$ cat src/rtl/pipe_pkg.sv
`default_nettype none
// ============================================================================
// Module      : pipe_pkg
// Description : Shared types and constants for the per-pipe motion
//               controller: FSM state encoding, datapath widths, LFSR taps
//               and the gap-range mapping helper.
// Revision    : 1.0 - initial release
// ============================================================================
package pipe_pkg;

  // Pipe lifecycle states
  typedef enum logic [1:0] {
    S_IDLE = 2'd0,
    S_LOAD = 2'd1,
    S_MOVE = 2'd2,
    S_DONE = 2'd3
  } pipe_state_t;

  // Horizontal position and gap row widths
  localparam int X_W   = 11;
  localparam int GAP_W = 10;

  // Galois taps for x^16 + x^14 + x^13 + x^11 + 1 (right-shifting form)
  localparam logic [15:0] LFSR_TAPS = 16'hB400;

  // Fold a 9-bit random value into GAP_MIN..GAP_MAX. The span is at least
  // 255, so a single conditional subtract of (span+1) always lands in range.
  function automatic logic [GAP_W-1:0] gap_map(
    input logic [8:0] r,
    input int         gap_min,
    input int         gap_max
  );
    logic [9:0] span;
    logic [9:0] off;
    span = 10'(gap_max - gap_min);
    if ({1'b0, r} > span) begin
      off = {1'b0, r} - span - 10'd1;
    end else begin
      off = {1'b0, r};
    end
    return GAP_W'(gap_min) + off;
  endfunction

endpackage : pipe_pkg
`default_nettype wire

$ cat src/rtl/pipe_lfsr.sv
`default_nettype none
// ============================================================================
// Module      : pipe_lfsr
// Description : Free-running 16-bit Galois LFSR. Each pipe instance gets its
//               own seed so the three pipes produce independent gap streams.
// Revision    : 1.0 - initial release
// ============================================================================
module pipe_lfsr
  import pipe_pkg::*;
#(
  parameter logic [15:0] SEED = 16'hACE1
) (
  input  logic        i_Clk,
  input  logic        i_Reset,
  output logic [15:0] o_State
);

  logic [15:0] state_d;
  logic [15:0] state_q;

  // Next LFSR value: shift right, apply taps when the outgoing bit is set
  always_comb begin
    state_d = {1'b0, state_q[15:1]};
    if (state_q[0]) begin
      state_d = state_d ^ LFSR_TAPS;
    end
  end

  // LFSR register, advances every clock
  always_ff @(posedge i_Clk or negedge i_Reset) begin
    if (!i_Reset) begin
      state_q <= SEED;
    end else begin
      state_q <= state_d;
    end
  end

  assign o_State = state_q;

endmodule : pipe_lfsr
`default_nettype wire

$ cat src/rtl/pipe_mover.sv
`default_nettype none
// ============================================================================
// Module      : pipe_mover
// Description : Per-pipe motion controller. A start pulse loads the pipe just
//               off the right edge of the screen, then the right-edge column
//               steps left by one pixel every MOVE_DIV cycles until it reaches
//               zero. Emits a pass pulse as the pipe clears the bird column
//               and a done pulse when the pipe has left the screen.
//               Build option PIPE_RANDOM_GAP_EN: when defined, the gap row is
//               drawn from a per-instance LFSR at load time; otherwise the
//               gap is fixed at the midpoint of GAP_MIN..GAP_MAX.
// Revision    : 1.0 - initial release
// ============================================================================
module pipe_mover
  import pipe_pkg::*;
#(
  parameter int          SCREEN_W  = 640,
  parameter int          PIPE_W    = 64,
  parameter int          GAP_MIN   = 40,
  parameter int          GAP_MAX   = 320,
  parameter int          MOVE_DIV  = 416667,
  parameter int          BIRD_X    = 160,
  parameter logic [15:0] LFSR_SEED = 16'hACE1
) (
  input  logic             i_Clk,
  input  logic             i_Reset,
  input  logic             i_Start,
  input  logic             i_Freeze,
  output logic [X_W-1:0]   o_X_Right,
  output logic [GAP_W-1:0] o_Gap_Top,
  output logic             o_Active,
  output logic             o_Passed,
  output logic             o_Done
);

  // Step counter just wide enough for 0..MOVE_DIV-1
  localparam int CNT_W = (MOVE_DIV > 1) ? $clog2(MOVE_DIV) : 1;

  localparam logic [CNT_W-1:0] c_cnt_last = CNT_W'(MOVE_DIV - 1);
  localparam logic [X_W-1:0]   c_x_start  = X_W'(SCREEN_W + PIPE_W);
  localparam logic [X_W-1:0]   c_x_bird   = X_W'(BIRD_X);

  pipe_state_t      state_d,  state_q;
  logic [X_W-1:0]   x_d,      x_q;
  logic [CNT_W-1:0] cnt_d,    cnt_q;
  logic             passed_d, passed_q;
  logic             active_d, active_q;
  logic             done_d,   done_q;

`ifdef PIPE_RANDOM_GAP_EN
  logic [GAP_W-1:0] gap_d, gap_q;
  logic [15:0]      lfsr_state;
  logic [6:0]       lfsr_unused;

  // Only the low nine bits feed the gap mapping
  assign lfsr_unused = lfsr_state[15:9];

  pipe_lfsr #(
    .SEED (LFSR_SEED)
  ) u_lfsr (
    .i_Clk   (i_Clk),
    .i_Reset (i_Reset),
    .o_State (lfsr_state)
  );
`else
  localparam logic [GAP_W-1:0] c_gap_mid   = GAP_W'((GAP_MIN + GAP_MAX) / 2);
  localparam logic [15:0]      c_seed_unused = LFSR_SEED;
`endif

  // Next-state, position, step counter and pulse generation
  always_comb begin
    state_d  = state_q;
    x_d      = x_q;
    cnt_d    = cnt_q;
    passed_d = 1'b0;
`ifdef PIPE_RANDOM_GAP_EN
    gap_d    = gap_q;
`endif
    case (state_q)
      S_IDLE: begin
        if (i_Start) begin
          state_d = S_LOAD;
        end
      end
      S_LOAD: begin
        x_d     = c_x_start;
        cnt_d   = '0;
`ifdef PIPE_RANDOM_GAP_EN
        gap_d   = gap_map(lfsr_state[8:0], GAP_MIN, GAP_MAX);
`endif
        state_d = S_MOVE;
      end
      S_MOVE: begin
        // Freeze holds counter and position; no step means no pulses
        if (!i_Freeze) begin
          if (cnt_q == c_cnt_last) begin
            cnt_d = '0;
            // Position never underflows below zero
            if (x_q != '0) begin
              x_d = x_q - X_W'(1);
              if (x_q == c_x_bird) begin
                passed_d = 1'b1;
              end
              if (x_q == X_W'(1)) begin
                state_d = S_DONE;
              end
            end
          end else begin
            cnt_d = cnt_q + CNT_W'(1);
          end
        end
      end
      S_DONE: begin
        state_d = S_IDLE;
      end
      default: begin
        state_d = S_IDLE;
      end
    endcase
  end

  // Status outputs registered from the upcoming state
  always_comb begin
    active_d = (state_d == S_LOAD) || (state_d == S_MOVE);
    done_d   = (state_d == S_DONE);
  end

  // Main register bank; reset always returns the pipe to idle at column 0
  always_ff @(posedge i_Clk or negedge i_Reset) begin
    if (!i_Reset) begin
      state_q  <= S_IDLE;
      x_q      <= '0;
      cnt_q    <= '0;
      passed_q <= 1'b0;
      active_q <= 1'b0;
      done_q   <= 1'b0;
    end else begin
      state_q  <= state_d;
      x_q      <= x_d;
      cnt_q    <= cnt_d;
      passed_q <= passed_d;
      active_q <= active_d;
      done_q   <= done_d;
    end
  end

`ifdef PIPE_RANDOM_GAP_EN
  // Gap row latched at load time from the LFSR
  always_ff @(posedge i_Clk or negedge i_Reset) begin
    if (!i_Reset) begin
      gap_q <= GAP_W'(GAP_MIN);
    end else begin
      gap_q <= gap_d;
    end
  end

  assign o_Gap_Top = gap_q;
`else
  assign o_Gap_Top = c_gap_mid;
`endif

  assign o_X_Right = x_q;
  assign o_Active  = active_q;
  assign o_Passed  = passed_q;
  assign o_Done    = done_q;

endmodule : pipe_mover
`default_nettype wire
$ cat config.mk
export PLATFORM = sky130hd
export DESIGN_NAME = pipe_mover
export DESIGN_NICKNAME = d
export VERILOG_FILES = /design/src/rtl/pipe_pkg.sv /design/src/rtl/pipe_lfsr.sv /design/src/rtl/pipe_mover.sv
export SDC_FILE = /design/constraint.sdc
export NUM_CORES = 1
export LEC_CHECK = 0
export ABC_AREA = 1
export BUFFER_PORTS_ARGS = -buffer_cell sky130_fd_sc_hd__buf_4
export CORE_MARGIN = 4
export CORE_UTILIZATION = 50
export DETAILED_ROUTE_END_ITERATION = 8
export PLACE_DENSITY = 0.7
export SKIP_CTS_REPAIR_TIMING = 1
export SYNTH_ARGS = -nofsm -noshare
export SYNTH_HDL_FRONTEND = slang
export SYNTH_SLANG_ARGS = --single-unit
$ cat constraint.sdc
create_clock -name i_Clk -period 2.3 [get_ports i_Clk]
set_clock_uncertainty 0.15 [all_clocks]
set_input_delay 0.23 -clock i_Clk [delete_from_list [all_inputs] [get_ports i_Clk]]
set_output_delay 0.23 -clock i_Clk [all_outputs]
set_load 0.01 [all_outputs]
==> results.cfg, run 1 <==
[route]
routedWlPerCell_um = 12.1
finalWirelength_um = 4590
drt-initial-drc-count = 112
drc_errors = 0
viasPerCell = 5.01
ant_nets = 0
drtPass1Iterations = 4
vias = 1900

[timing]
fin_ws_ns = 0.350
finalSetupTns_ns = 0
min_period_ns = 1.95
whs_ns = 0.0280
finalHoldViolCount = 0
fin_crit_sh_pct = 84.8
rsz0062_at_grt = false
slew_viol_final = 0
setup_viol = 0
max_freq_mhz = 513

[critical_path]
path_buf_inv = 1
slowest_stage = dfrtp_1
required_ns = 2.32
end_kind = flip-flop
start_kind = flip-flop
crit_type = flip-flop to flip-flop
cp_data_arrival_time_ns = 1.97
cpPeakStageDelay_ns = 0.42
critPathMostFrequentCell = nand2_1
worstPathMaxFanout = 5
crit_chain = inv_1, ha_1, nand2_1, nor3_1, nand2_1, nor2_2, nand2_1, o31ai_1, ha_1
cpLargestDelayFamily = simple AND/OR/NAND/NOR gates

[synth]
avgSynthCellArea_um2 = 7.45
synthArstFlopShare_pct = 100
ys_ff_latch = 35
syn_area_um2 = 2260
yosysTopAreaCellShare_pct = 38.8
synth_cell_type_count = 30
synth_flop_cell = dfrtp_1
synthCells = 303
netlist_top_cells_area = dfrtp_1 39%, nand2_1 12%, nor2_1 7.5%
yosys_warnings = 0
ys_seq_area_share_pct = 38.8
synth_edf_count = 0
yosys.area.top_type = dfrtp_1

[global_routing]
grt_usage_pct = 18.8
met1_usage_pct = 23.7
first_global_vias = 1835
gr-total-overflow = 0
met2_usage_pct = 31.4
antenna_found_initial = 0
grt_util_met3_pct = 4.54
grt_pass1_wl_um = 8110
grt-busiest-layer = met2
grt_max_degree = 36

[final_layout]
areaGrowthSynthToFinish_pct = 12.5
nFillCells = 414
utilization_pct = 58.3
n_antenna_cell = 0
stdcell_area_um2 = 2540
drive_above_1_share_pct = 16.2
final_nets = 336
fin_cells = 379

[clock_tree]
cts_buffers = 5
clk_latency_ns = 0.29
cts_tree = built
cts_root_buf = clkbuf_8
cts.sinks = 35
cts.clk_slew.worst_paths_ns = 0.08
cts_max_path_buffers = 2
htreeDepth = 2

[power_and_ir_drop]
ir_worst_vdd_mv = 0.612
leakagePower_nw = 1.29
power_mw = 2.45
power_density_nw_per_um2 = 966

[floorplan]
die_h_um = 75.2
die_area_um2 = 5650
std_cell_rows = 24
coreArea_um2 = 4350
start_util_pct = 51.8
boundaryPins = 28
chipWidth_um = 75.2

[status]
status = finished clean

[run]
maxCapViolations = 0

[place]
globalplace.congestion = 0.853
dp_hpwl_um = 3410
port_buffers = 17
place_inst = 370
dp_slack_ns = 0.390
placed_area_um2 = 2390

[min_path]
hold_path.class = primary input to flip-flop
## placed cells by master, fill, tap and decap left out, drive strengths merged, types with 5 or more instances in the layout
cell type / count
buf: 22
clkbuf: 5
conb: 10
dfrtp: 35
ha: 6
inv: 35
nand2: 80
nand3: 28
nand4: 13
nor2: 52
nor3: 9
o21ai: 7
xor2: 11
## flip-flops by register name, indices dropped and copies added (netlist names)
name / flops
o_X_Right: 11
state_q: 2
cnt_q: 19
o_Passed: 1
o_Active: 1
o_Done: 1
## worst min-delay path, cell delays in order
cell	delay (ns)
buf_4	0.08
nand2_1	0.04
o31ai_1	0.08
## synthesized netlist by cell type, types with 2 or more instances
library cell  count
nor3_2            2
nor2_1           45
nor2_2            6
ha_1              6
inv_2             2
o21ai_0           6
nand4_1          12
nand2_2           6
conb_1            2
dfrtp_1          35
nand3_1          26
buf_4            10
nand3_2           2
xor2_1           11
inv_1            33
o21bai_1          3
nor3_1            6
buf_6             4
nand2_1          74
xnor2_1           2
## final timing paths
kind,startpoint,cells past startpoint,endpoint,slack [ns]
max in group asynchronous,i_Reset,2,cnt_q[17]$_DFFE_PN0P_,1.41
min in group asynchronous,i_Reset,2,cnt_q[2]$_DFFE_PN0P_,0.27
worst min-delay path,i_Start,3,state_q[0]$_DFF_PN0_,0.03
worst min register to register,cnt_q[1]$_DFFE_PN0P_,2,cnt_q[1]$_DFFE_PN0P_,0.41
worst max-delay path,cnt_q[0]$_DFFE_PN0P_,9,o_Active$_DFF_PN0_,0.35
worst max register to register,cnt_q[0]$_DFFE_PN0P_,9,o_Active$_DFF_PN0_,0.35
## final cells by class
class                      instances  area, um^2  share of cell area [%]
clock buffer                       5        68.8                    2.71
clock inverter                     3        67.6                    2.66
inverter                          36         135                    5.32
multi-input combinational        225        1150                    45.3
sequential                        35         876                    34.5
tap                               52        65.1                    2.56
timing repair buffer              23         175                    6.90
## kinds of logic (layout without fill, tap and decap cells)
kind of cell               count (synthesis)  count (layout)  share of synthesized area [%]
DFF                                       35              35                           38.8
adders and majority gates                  6               6                           3.33
AOI/OAI and AO/OA                         12              12                           3.27
and+or+nand+nor                          184             184                           37.7
buffers and inverters                     51              67                           11.5
other                                      2              10                          0.333
xor gates and xnor gates                  13              13                           5.05
## where the power goes
group / internal (mW) / leakage [nW] / switching, mW
combinational: 0.346 / 0.759 / 0.595
clock: 0.432 / 0.0644 / 0.234
sequential: 0.724 / 0.471 / 0.121
## routing by layer
metal | vias to the layer above | share of wire, %
li1 | 984 | -
met5 | - | 0
met1 | 869 | 46
met3 | 8 | 4.4
met4 | 0 | 1.8
met2 | 39 | 48
Note: power is estimated with default switching activity, not from simulation.
==> run 2: changes to the inputs <==
- clock period: 2.3 -> 1.8 ns (I/O delays scaled with it)
==> run 2 against run 1 <==
The run now ends with setup timing left. Clock power down 4.4%. Cell area increased by 10%. Core utilization grew 6.1 points. Cell count up 7.9%. Count of clock-buffer cells in the layout is 3 higher. Power is 29% higher. Via count up 7.9%. Flip-flop and latch count stayed put. Die area unchanged. Register-to-register slack got worse by 0.39 ns. Sequential share of layout area shrank 3.3 points. Critical path depth unchanged.
==> results.cfg, run 2 (synthesis results as in run 1) <==
[run]
maxCapViolations = 0

[timing]
rsz0062_at_grt = true
slew_viol_final = 0
finalHoldViolCount = 0
max_freq_mhz = 544
min_period_ns = 1.84
fin_ws_ns = -0.0381
finalSetupTns_ns = -0.133
setup_viol = 7
fin_crit_sh_pct = 102

[clock_tree]
htreeDepth = 2
cts_tree = built
cts_root_buf = clkbuf_8
cts.sinks = 35
cts.clk_slew.worst_paths_ns = 0.07
cts_buffers = 5
clk_latency_ns = 0.29
cts_max_path_buffers = 2

[final_layout]
final_cell_mix = 73 x nand2_1, 50 x buf_4, 43 x nor2_1
drive_above_1_share_pct = 24.9
top_register = cnt_q
stdcell_area_um2 = 2810
utilization_pct = 64.4
areaGrowthSynthToFinish_pct = 24.3
largest_reg_flops = 19
final_nets = 366
n_antenna_cell = 0
final_common_cell = nand2_1

[critical_path]
end_kind = flip-flop
start_kind = flip-flop
slowest_stage = dfrtp_1
worstPathMaxFanout = 3
required_ns = 1.83
r2r_cells = 9
path_buf_inv = 1
cp.depth = 9
cp_data_arrival_time_ns = 1.86
crit_type = flip-flop to flip-flop
cpPeakStageDelay_ns = 0.38
crit_chain = inv_1, ha_1, nand2_1, nor3_2, nand2_1, nor2_2, nand2_2, o31ai_4, ha_1
cpLargestDelayFamily = simple AND/OR/NAND/NOR gates

[power_and_ir_drop]
power_mw = 3.17
ir_worst_vdd_mv = 0.727
leakagePower_nw = 1.45
power_density_nw_per_um2 = 1130

[place]
globalplace.congestion = 0.906
dp_hpwl_um = 3820
port_buffers = 17
placed_area_um2 = 2590
dp_slack_ns = -0.125

[status]
status = finished, violations left
violations = setup timing

[global_routing]
gr-total-overflow = 0
grt_usage_pct = 19.7
antenna_found_initial = 0
grt_max_degree = 36
grt_pass1_wl_um = 8500
first_global_vias = 1964

[route]
vias = 2050
routedWlPerCell_um = 13.1
wl_met2_um = 2730
wl_met3_um = 225
met1_length_um = 2270
top_layer_used = met4
ant_nets = 0
finalWirelength_um = 5340
drc_errors = 0
drt-initial-drc-count = 76
viasPerCell = 5.01
drtPass1Iterations = 4

[floorplan]
boundaryPins = 28
coreArea_um2 = 4350
start_util_pct = 51.8
die_h_um = 75.2
chipWidth_um = 75.2
std_cell_rows = 24
die_area_um2 = 5650

[min_path]
whs_path_depth = 3
hold_path.class = primary input to flip-flop
==> run 2: through the flow <==
stage / std cells / hold WS, ns
2_1_floorplan: 311 / -0.266
3_3_place_gp: 397 / 0.0120
3_5_place_dp: 397 / 0.0114
4_1_cts: 405 / -0.301
5_1_grt: 409 / 0.0227
6_report: 409 / 0.0134
==> run 2: power by group <==
| part | switching, mW | internal [mW] |
|---|---|---|
| Clock | 0.288 | 0.349 |
| Sequential | 0.0925 | 0.926 |
| Combinational | 0.919 | 0.595 |
| Total | 1.30 | 1.87 |
==> run 2: worst register-to-register path: stages, from the launching register on <==
cell	delay, ns
dfrtp_1	0.38
inv_1	0.06
ha_1	0.14
nand2_1	0.07
nor3_2	0.12
nand2_1	0.08
nor2_2	0.12
nand2_2	0.10
o31ai_4	0.25
ha_1	0.26
==> run 2: worst paths after layout <==
| path | to | startpoint | slack [ns] |
|---|---|---|---|
| min in group asynchronous | cnt_q[10]$_DFFE_PN0P_ | i_Reset | 0.23 |
| max in group asynchronous | cnt_q[18]$_DFFE_PN0P_ | i_Reset | 0.94 |
| setup / recovery | o_Active$_DFF_PN0_ | cnt_q[0]$_DFFE_PN0P_ | -0.04 |
| hold reg to reg | o_X_Right[0]$_DFFE_PN0P_ | o_X_Right[0]$_DFFE_PN0P_ | 0.41 |
| hold / removal | state_q[0]$_DFF_PN0_ | i_Start | 0.01 |
| setup reg to reg | o_Active$_DFF_PN0_ | cnt_q[0]$_DFFE_PN0P_ | -0.04 |
==> run 2: final cells by class <==
class	instances	area, um^2
Clock buffer	8	100
Timing Repair Buffer	53	408
Tap cell	52	65.1
Sequential cell	35	876
Inverter	36	140
Multi-Input combinational cell	225	1220
Fill cell	384	1550
==> run 2: metal layers <==
metal | vias up | GRT usage (%)
met4 | 0 | 8.54
met3 | 15 | 4.27
met2 | 49 | 33.7
met1 | 942 | 23.8
li1 | 1044 | -
met5 | - | 0
==> run 3: changes to the inputs <==
- CORE_ASPECT_RATIO: default -> 1.1
==> run 3 against run 2 <==
Critical path depth unchanged. Clock power grew 17%. Critical endpoint unchanged. Largest cell class unchanged. Worst setup slack lost 0.0088 ns. Via count about the same. The run still ends with setup timing left.
==> results.cfg, run 3 (synthesis results as in run 1) <==
[global_routing]
first_global_vias = 2060
antenna_found_initial = 0
gr-total-overflow = 0
grt_pass1_wl_um = 8850
grt_usage_pct = 19.7
grt_max_degree = 36

[clock_tree]
cts_root_buf = clkbuf_8
cts.clk_slew.worst_paths_ns = 0.07
cts.sinks = 35
htreeDepth = 2
cts_tree = built
clk_latency_ns = 0.29
cts_max_path_buffers = 2
cts_buffers = 5

[critical_path]
r2r_setup_slack_ns = -0.05
crit_type = flip-flop to flip-flop
worstPathMaxFanout = 3
r2r_cells = 9
required_ns = 1.83
timing.rr.end = o_Active$_DFF_PN0_
cp_data_arrival_time_ns = 1.87
start_kind = flip-flop
endpoint = o_Active$_DFF_PN0_
end_kind = flip-flop
regToRegStartpoint = cnt_q[0]$_DFFE_PN0P_
startpoint = cnt_q[0]$_DFFE_PN0P_

[route]
drtPass1Iterations = 4
drc_errors = 0
routedWlPerCell_um = 12.6
finalWirelength_um = 5170
viasPerCell = 4.98
drt-initial-drc-count = 112
ant_nets = 0
vias = 2048

[timing]
rsz0062_at_grt = true
min_period_ns = 1.85
finalHoldViolCount = 0
whs_ns = 0.0958
finalSetupTns_ns = -0.0470
setup_viol = 1
slew_viol_final = 0
fin_ws_ns = -0.0470
max_freq_mhz = 541
fin_crit_sh_pct = 103

[final_layout]
final_nets = 366
final_cell_mix = 71 x nand2_1, 47 x buf_4, 45 x nor2_1
largest_reg_flops = 19
top_register = cnt_q
n_antenna_cell = 0
areaGrowthSynthToFinish_pct = 27.2
final_common_cell = nand2_1
drive_above_1_share_pct = 27.2
stdcell_area_um2 = 2870

[floorplan]
chipWidth_um = 72.0
die_h_um = 78.5
die_area_um2 = 5650
boundaryPins = 28
std_cell_rows = 25
coreArea_um2 = 4320
start_util_pct = 52.3

[power_and_ir_drop]
ir_worst_vdd_mv = 0.615
power_density_nw_per_um2 = 1160
power_mw = 3.32
leakagePower_nw = 1.49

[status]
status = finished, violations left
violations = setup timing

[place]
placed_area_um2 = 2620
dp_hpwl_um = 3720
globalplace.congestion = 0.797
port_buffers = 17

[run]
maxCapViolations = 0

[min_path]
hold_path.class = primary input to flip-flop
run 3: cell types whose count changed in the layout (fill, tap and decap cells not counted), moves of 2 or more:
cell	delta
nand3_1	-8
nand3_2	+8
buf_4	-3
nand2_1	-2
nand2_2	+2
nor2_1	+2
nor2_2	-2
run 3: worst min path at each step:
stage          startpoint              endpoint  slack [ns]  cells past startpoint
3_3_place_gp      i_Reset  cnt_q[2]$_DFFE_PN0P_        0.01                      1
2_1_floorplan     i_Reset  cnt_q[0]$_DFFE_PN0P_       -0.27                      0
3_5_place_dp      i_Reset  cnt_q[2]$_DFFE_PN0P_        0.01                      1
4_1_cts           i_Reset  cnt_q[2]$_DFFE_PN0P_       -0.30                      1
6_report         i_Freeze  cnt_q[0]$_DFFE_PN0P_         0.1                      4
5_1_grt          i_Freeze  cnt_q[0]$_DFFE_PN0P_        0.14                      4
run 3: final cells by class:
type                            instances  area, um^2
Fill cell                             378        1450
Multi-Input combinational cell        225        1240
Sequential cell                        35         876
Timing Repair Buffer                   53         427
Inverter                               36         140
Clock buffer                            6        82.6
Tap cell                               54        67.6
Clock inverter                          2        35.0
run 3: through the flow:
stage | instances | utilization (%) | setup slack (ns)
after global routing | 411 | 66.5 | -0.137
after detailed placement | 400 | 60.6 | -0.141
after floorplan | 311 | - | 0.00729
after global placement | 400 | 60.6 | -0.0360
final | 411 | 66.5 | -0.0470
after CTS | 408 | 63.4 | -0.142
run 3: worst max-delay path, cell delays in order, from the launching register on:
cell     delay (ns)
dfrtp_1        0.38
inv_1          0.06
ha_1           0.13
nand2_1        0.07
nor3_2         0.14
nand2_1        0.09
nor2_2         0.13
nand2_2        0.08
o31ai_2        0.24
ha_1           0.27
run 3: power breakdown:
part | leakage, nW | switching (mW) | internal (mW) | total (mW)
registers | 0.471 | 0.0915 | 0.925 | 1.02
logic | 0.954 | 0.919 | 0.633 | 1.55
clock network | 0.0612 | 0.298 | 0.448 | 0.746
run 3: metal layers:
| layer | vias to the layer above | routed length [um] | GRT usage [%] |
|---|---|---|---|
| li1 | 1043 | - | - |
| met1 | 951 | 2190 | 22.6 |
| met2 | 41 | 2680 | 34.6 |
| met3 | 13 | 163 | 3.46 |
| met4 | 0 | 133 | 10.2 |
| met5 | - | 0 | 0 |
